===== config.mk =====
export PLATFORM = sky130hd
export DESIGN_NAME = lane_car_counter
export DESIGN_NICKNAME = d
export VERILOG_FILES = /design/src/rtl/lane_car_counter_pkg.sv /design/src/rtl/lane_car_counter_lane.sv /design/src/rtl/lane_car_counter.sv
export SDC_FILE = /design/constraint.sdc
export NUM_CORES = 1
export LEC_CHECK = 0
export CAP_MARGIN = 25
export CORE_ASPECT_RATIO = 1.5
export CORE_MARGIN = 5
export CORE_UTILIZATION = 35
export CTS_CLUSTER_DIAMETER = 120
export DETAILED_ROUTE_END_ITERATION = 16
export SYNTH_ARGS = -nofsm -noshare
export SYNTH_HDL_FRONTEND = slang
export SYNTH_SLANG_ARGS = --single-unit

===== constraint.sdc =====
create_clock -name clk -period 2.2 [get_ports clk]
set_input_delay 0.22 -clock clk [delete_from_list [all_inputs] [get_ports clk]]
set_output_delay 0.22 -clock clk [all_outputs]
set_load 0.05 [all_outputs]

===== src/rtl/lane_car_counter_pkg.sv =====
// Shared definitions for the lane car counter and its DayTime consumer:
// lane indices, count widths, the count-array type and the saturating step.
package lane_car_counter_pkg;

  localparam int NUM_LANES = 8;
  localparam int COUNT_W   = 8;

  localparam int LANE_N1 = 0;
  localparam int LANE_N2 = 1;
  localparam int LANE_E1 = 2;
  localparam int LANE_E2 = 3;
  localparam int LANE_S1 = 4;
  localparam int LANE_S2 = 5;
  localparam int LANE_W1 = 6;
  localparam int LANE_W2 = 7;

  typedef logic [NUM_LANES-1:0]              lane_mask_t;
  typedef logic [NUM_LANES-1:0][COUNT_W-1:0] car_counts_t;

  // Saturating up/down step; simultaneous up and down cancel out.
  function automatic logic [COUNT_W-1:0] sat_step(
    input logic [COUNT_W-1:0] cur,
    input logic [COUNT_W-1:0] max_c,
    input logic               up,
    input logic               down
  );
    logic [COUNT_W-1:0] nxt;
    nxt = cur;
    case ({up, down})
      2'b10: begin
        if (cur < max_c) begin
          nxt = cur + {{(COUNT_W-1){1'b0}}, 1'b1};
        end else begin
          nxt = cur;
        end
      end
      2'b01: begin
        if (cur != {COUNT_W{1'b0}}) begin
          nxt = cur - {{(COUNT_W-1){1'b0}}, 1'b1};
        end else begin
          nxt = cur;
        end
      end
      default: nxt = cur;
    endcase
    return nxt;
  endfunction

endpackage


===== src/rtl/lane_car_counter_lane.sv =====
// One lane: saturating up/down car counter with a sticky overflow flag
// that records arrivals lost while the count sat at MAX_COUNT.
module lane_counter
  import lane_car_counter_pkg::*;
#(
  parameter int MAX_COUNT = 255
) (
  input  logic               clk,
  input  logic               rst,
  input  logic               inc_i,
  input  logic               dec_i,
  output logic [COUNT_W-1:0] count_o,
  output logic               ovf_o
);

  localparam logic [COUNT_W-1:0] MAX_C = COUNT_W'(MAX_COUNT);

  logic [COUNT_W-1:0] count_q;
  logic [COUNT_W-1:0] count_d;
  logic               ovf_q;
  logic               ovf_d;

  // Next count and overflow; only a lone arrival at the ceiling is lost.
  always_comb begin
    count_d = sat_step(count_q, MAX_C, inc_i, dec_i);
    ovf_d   = ovf_q;
    if (inc_i && !dec_i && (count_q >= MAX_C)) begin
      ovf_d = 1'b1;
    end else begin
      ovf_d = ovf_q;
    end
  end

  // State registers with synchronous active-low reset.
  always_ff @(posedge clk) begin
    if (!rst) begin
      count_q <= {COUNT_W{1'b0}};
      ovf_q   <= 1'b0;
    end else begin
      count_q <= count_d;
      ovf_q   <= ovf_d;
    end
  end

  assign count_o = count_q;
  assign ovf_o   = ovf_q;

endmodule


===== src/rtl/lane_car_counter.sv =====
// Eight-lane car counter. Define ARRIVAL_EDGE_DETECT_EN to treat arrive/depart
// as level sensors (count rising edges); otherwise each high cycle is one event.
module lane_car_counter
  import lane_car_counter_pkg::*;
#(
  parameter int MAX_COUNT = 255
) (
  input  logic                 clk,
  input  logic                 rst,
  input  logic [NUM_LANES-1:0] arrive,
  input  logic [NUM_LANES-1:0] depart,
  input  logic [NUM_LANES-1:0] laneGreen,
  output car_counts_t          carCounts,
  output logic [NUM_LANES-1:0] ovf,
  output logic                 countValid
);

  lane_mask_t arr_evt;
  lane_mask_t dep_raw;
  lane_mask_t dep_evt;
  logic       valid_q;

`ifdef ARRIVAL_EDGE_DETECT_EN
  lane_mask_t arrive_q;
  lane_mask_t depart_q;

  // Sensor history; a red-light departure edge is consumed here, never replayed.
  always_ff @(posedge clk) begin
    if (!rst) begin
      arrive_q <= {NUM_LANES{1'b0}};
      depart_q <= {NUM_LANES{1'b0}};
    end else begin
      arrive_q <= arrive;
      depart_q <= depart;
    end
  end

  assign arr_evt = arrive & ~arrive_q;
  assign dep_raw = depart & ~depart_q;
`else
  assign arr_evt = arrive;
  assign dep_raw = depart;
`endif

  assign dep_evt = dep_raw & laneGreen;

  // countValid rises on the first edge out of reset.
  always_ff @(posedge clk) begin
    if (!rst) begin
      valid_q <= 1'b0;
    end else begin
      valid_q <= 1'b1;
    end
  end

  assign countValid = valid_q;

  for (genvar i = 0; i < NUM_LANES; i++) begin : g_lane
    lane_counter #(
      .MAX_COUNT(MAX_COUNT)
    ) u_lane (
      .clk    (clk),
      .rst    (rst),
      .inc_i  (arr_evt[i]),
      .dec_i  (dep_evt[i]),
      .count_o(carCounts[i]),
      .ovf_o  (ovf[i])
    );
  end

endmodule


Word level (Yosys, flattened, before mapping)
Index checks and enable logic that the tools add are counted.

Bits in registers: 73. Bits in latches: 0. Memory bits (writable): 0. ROM bits: 0. Bits of input ports: 26. Logic and storage cells: 155. Memories: 0.

Add/subtract/negate cells: 16. $mul: 0. Divide/modulo/power cells: 0. Magnitude comparators: 16. Eq/ne operators: 32. Shift-type cells: 0. Muxes and demuxes: 25. Bitwise operators: 1. Reduce and logical (&&, ||, !) cells: 48.

Operators with widths (number): 2-to-1 mux 8 bit (16); case mux 8 bit (2 select lines) (8); adder 8 x 1 -> 8 bit (second input constant) (8); greater-or-equal comparator 8 bit (second input constant) (8); < comparator 8 bit (second input constant) (8); nonzero test 8 bit (8); subtractor 8 x 1 -> 8 bit (second input constant) (8); inequality test 2 x 1 -> 1 bit (second input constant) (16); AND reduction 3 bit (8); == test 2 x 1 -> 1 bit (second input constant) (8); == test 2 bit (second input constant) (8); logical AND 1 bit (16); nonzero test 2 bit (8); AND 8 bit (1); logical NOT 1 bit (8); 2-to-1 mux 1 bit (1).

Longest topological paths before layout
Depth in word-level cells: 4. Mapped depth: 8. Depth with buffers taken out: 7.

Cells and area by module
A second synthesis with hierarchy kept.

Cells, all modules: 666. Area total of the unflattened synthesis: 5302.6 um2.

By module, submodules not included: lane_counter (g_lane[1].u_lane ...) (instances 7, cells an instance 79, area each 628.1 um2); lane_counter (g_lane[0].u_lane) (instances 1, cells an instance 104, area each 835.8 um2); lane_car_counter (instances 1, cells an instance 9, area each 70.1 um2).

Worst setup path before layout
Ideal clock, no wire load.

Kind: register to register. Start point: register g_lane[7].u_lane.count_q[1]. End point: register g_lane[7].u_lane.count_q[6]. Data arrival time: 2.074 ns. Data required time: 2.128 ns. Slack: 0.054 ns. Stages on the path, launching flop included: 7. Buffers on the path: 1. Period minus slack after synthesis: 2.146 ns. Path through: dfxtp_1 -> clkbuf_1 -> xnor2_1 -> ha_1 -> or4_1 -> a22oi_1 -> mux2i_1.

Cells in the longest elaborated chain, start to end: 3. Elaborated cells on any way between the ends: 10.

Ends and longest elaborated chain: from (decl) (RTL line lane_car_counter_lane.sv:18) `logic [COUNT_W-1:0] count_q;`; from (signal assigned) (RTL line lane_car_counter_lane.sv:37) `count_q <= {COUNT_W{1'b0}};`; from (signal assigned) (RTL line lane_car_counter_lane.sv:40) `count_q <= count_d;`; subtractor 8 x 1 -> 8 bit (tied with other cells) (RTL line lane_car_counter_pkg.sv:39) `nxt = cur - {{(COUNT_W-1){1'b0}}, 1'b1};`; 2-to-1 mux 8 bit (tied with other cells) (RTL line lane_car_counter_pkg.sv:38) `if (cur != {COUNT_W{1'b0}}) begin`; case mux 8 bit (2 select lines) or AND reduction 3 bit (tied branches).

Several ways; a longest one is shown, not always the timed one. The select of a mux whose other input is x is not followed. A chain may end at the register's enable or synchronous reset.

Worst setup path after layout
Start point: register g_lane[4].u_lane.count_q[2]. End point: output port carCounts[34] (netlist name).

RTL lines: from (decl) (RTL line lane_car_counter_lane.sv:18); from (signal assigned) (RTL line lane_car_counter_lane.sv:37); from (signal assigned) (RTL line lane_car_counter_lane.sv:40); to (decl) (RTL line lane_car_counter.sv:13) `output car_counts_t carCounts,`.

No word-level cell between the ends.

==> flow_metrics.py <==
metrics = {
    "run_status": {
        "status": "complete, no violations",
    },
    "clock_network": {
        "post_cts_buffers": 0,
        "ctsHoldBuffers": 0,
        "cts_resized": 0,
        "clock_path_buffers": 2,
        "cts_root_buf": "clkbuf_16",
        "cts-htree-levels": 3,
        "path_clk_slew_ns": 0.06,
        "clk_latency_ns": 0.33,
        "cts_tree": "built",
        "numCtsBuffers": 9,
        "cts_sinks": 73,
    },
    "synth": {
        "syn_area_um2": 4933,
        "synth_edf_count": 0,
        "synth_top_family_by_area": "simple AND/OR/NAND/NOR gates",
        "yosys_warnings": 0,
        "synth_mux_area_share_pct": 10.35,
        "synth_xor_area_share_pct": 1.420,
        "synthesis.nets": 657,
        "seq_area_frac_synth_pct": 29.62,
        "synthCells": 623,
        "synth-simple-area-share_pct": 35.23,
        "ys_seq_elements": 73,
        "synth_compound_area_share_pct": 16.92,
        "synthAdderAreaFrac_pct": 2.029,
        "syn_avg_cell_area_um2": 7.919,
        "synth_top_flop_cell": "dfxtp_1",
        "async_reset_ff_share_pct": 0,
        "synth.distinct_cells": 47,
    },
    "placement": {
        "pre_cts_slack_ns": -0.005230,
        "dp_hpwl_um": 9354,
        "io_buffers": 98,
        "gp_congestion": 0.8887,
    },
    "grt": {
        "grt_usage_pct": 15.58,
        "grt_pass1_vias": 4664,
        "antenna_found_initial": 0,
        "grt_overflow": 0,
        "grt_first_pass_wirelength_um": 21740,
        "grt_max_degree": 96,
    },
    "routing": {
        "drtIter0Drc": 208,
        "routed_via_density": 5.842,
        "drt-total-wl_um": 13110,
        "dr.pass1.iters": 5,
        "ant_nets": 0,
        "drcViolationCount": 0,
        "wire_per_inst_um": 14.86,
        "via_count": 5153,
    },
    "critical_path": {
        "critPathLaunchType": "flip-flop",
        "worstPathMaxFanout": 12,
        "worstPathArrival_ns": 1.78,
        "critPathKind": "flip-flop to output port",
        "crit_chain": "clkdlybuf4s50_1",
        "cp_slowest_stage_delay_ns": 0.89,
        "path_delay_family": "buffers and inverters",
        "worstSetupEndpointType": "output port",
        "critical_path_buf_inv_count": 1,
        "critPathSlowestCell": "clkdlybuf4s50_1",
        "crit_required_ns": 1.98,
    },
    "layout": {
        "layout_commonest_cell": "clkdlybuf4s50_1",
        "drive_above_1_share_pct": 5.997,
        "nFillCells": 1412,
        "area.growth.synth_to_final_pct": 28.53,
        "multiInputGateArea_um2": 3253,
        "diodes": 0,
        "final_nets": 746,
        "seq_area_um2": 1461,
        "layout_common_cells": "97 x clkdlybuf4s50_1, 78 x nand2_1, 73 x dfxtp_1",
    },
    "timing": {
        "min_period_ns": 1.996,
        "setup_slack_ns": 0.2043,
        "drv_slew": 0,
        "setup_violations": 0,
        "fmax_mhz": 501.1,
        "finClkSkew_ns": 0.005612,
        "relSlewSlack_pct": 39.55,
        "finalHoldViolCount": 0,
        "grt_setup_unrepaired": "false",
        "worst_pin_slew_ns": 0.9068,
        "period_share_pct": 90.71,
    },
    "pwr": {
        "p_sw_share_pct": 33.02,
        "p_int_mw": 2.524,
        "p_comb_share_pct": 24.9,
        "finalPower_mw": 3.768,
        "p_leak_nw": 2.281,
        "seqPwrFrac_pct": 40.7,
        "p_per_area_nw_per_um2": 594.2,
        "power.switching_mw": 1.244,
        "clkPwrFrac_pct": 34.4,
        "peakVddDrop_mv": 0.3053,
    },
    "flow_run": {
        "drv_cap": 0,
    },
    "floorplanning": {
        "die-area_um2": 16620,
        "rows": 53,
        "die-height_um": 155.4,
        "start_util_pct": 35.43,
        "core_area_um2": 13930,
        "dieWidth_um": 106.9,
        "ios": 99,
    },
    "worst_hold_path": {
        "hold_class": "input port to flip-flop",
    },
}
tightest hold or removal path, cell delays in order:
cell	delay, ns
buf_2	0.11
clkinv_1	0.23
a21oi_1	0.07
through the flow:
step                cells  cell area (um^2)  util [%]  hold slack, ns    TNS, ns
floorplan             623              4933         -          0.2477          0
global placement      866              6085     43.69          0.4516          0
detailed placement    866              6085     43.69          0.4603  -0.005230
CTS                   882              6341     45.53          0.3497          0
global route          882              6341     45.53          0.3839          0
finish                882              6341     45.53          0.3517          0
routing by layer:
layer  wire, um  up-vias  global-route usage [%]
li1           -     2522                       -
met2       6853      171                   28.32
met5          0        -                       0
met3        645       16                   2.740
met1       5409     2444                   18.01
met4        201        0                   5.850
layout make-up:
class                           count  share of cell area (%)
Multi-Input combinational cell    502                   51.30
Sequential cell                    73                   23.05
Timing Repair Buffer              120                   18.00
Clock buffer                       12                   3.729
Tap cell                          165                   3.256
Inverter                            6                  0.3552
Clock inverter                      4                  0.3157
power groups by stage:
stage	Combinational, mW	Clock (mW)	Sequential [mW]
after detailed placement	0.940	0	1.56
final	0.938	1.30	1.53
after floorplan	0.454	0	1.73
after global routing	1.01	1.41	1.55
after global placement	0.925	0	1.56
after CTS	0.943	1.35	1.53
Yosys cell counts, drive strengths merged (3+ instances only):
cell | count | area share [%]
o21ai | 9 | 0.91
nor3 | 28 | 2.8
nand2 | 78 | 5.9
xnor2 | 8 | 1.4
and3b | 4 | 0.71
or3 | 15 | 1.9
nand4 | 32 | 4.1
a21boi | 9 | 1.4
o211ai | 7 | 1.3
a31o | 3 | 0.53
nand3 | 26 | 2.6
a31oi | 11 | 1.4
a21o | 5 | 0.76
or4 | 9 | 1.4
dfxtp | 73 | 30
clkbuf | 29 | 2.2
ha | 8 | 2.0
mux2i | 51 | 10
inv | 5 | 0.38
a21oi | 19 | 1.9
nor4bb | 3 | 0.61
and3 | 15 | 1.9
buf | 13 | 1.8
o211a | 7 | 1.4
nor2 | 25 | 1.9
nor4 | 16 | 2.0
and4 | 3 | 0.53
nand2b | 44 | 5.6
nand3b | 14 | 2.1
a22oi | 40 | 6.2
registers in the layout, indices dropped and copies added (netlist names):
signal	flops
countValid	1
g_lane.u_lane.count_o	64
g_lane.u_lane.ovf_o	8
kinds of logic (layout without fill, tap and decap cells):
| logic type | after synthesis | after routing |
|---|---|---|
| and+or+nand+nor | 319 | 319 |
| AOI/OAI and AO/OA | 116 | 116 |
| DFF | 73 | 73 |
| muxes | 51 | 51 |
| buffers and inverters | 48 | 142 |
| adders and majority gates | 8 | 8 |
| xor gates and xnor gates | 8 | 8 |
final timing paths:
check,start,endpoint,slack [ns],depth (start not counted)
worst min register to register,g_lane[4].u_lane.ovf_o,g_lane[4].u_lane.ovf_o,0.47,2
worst max register to register,g_lane[7].u_lane.count_o[1],g_lane[7].u_lane.count_o[6],0.33,5
worst min-delay path,rst,g_lane[6].u_lane.count_o[1],0.35,3
worst max-delay path,g_lane[4].u_lane.count_o[2],carCounts[34],0.20,1
Note: power is estimated with default switching activity, not from simulation.
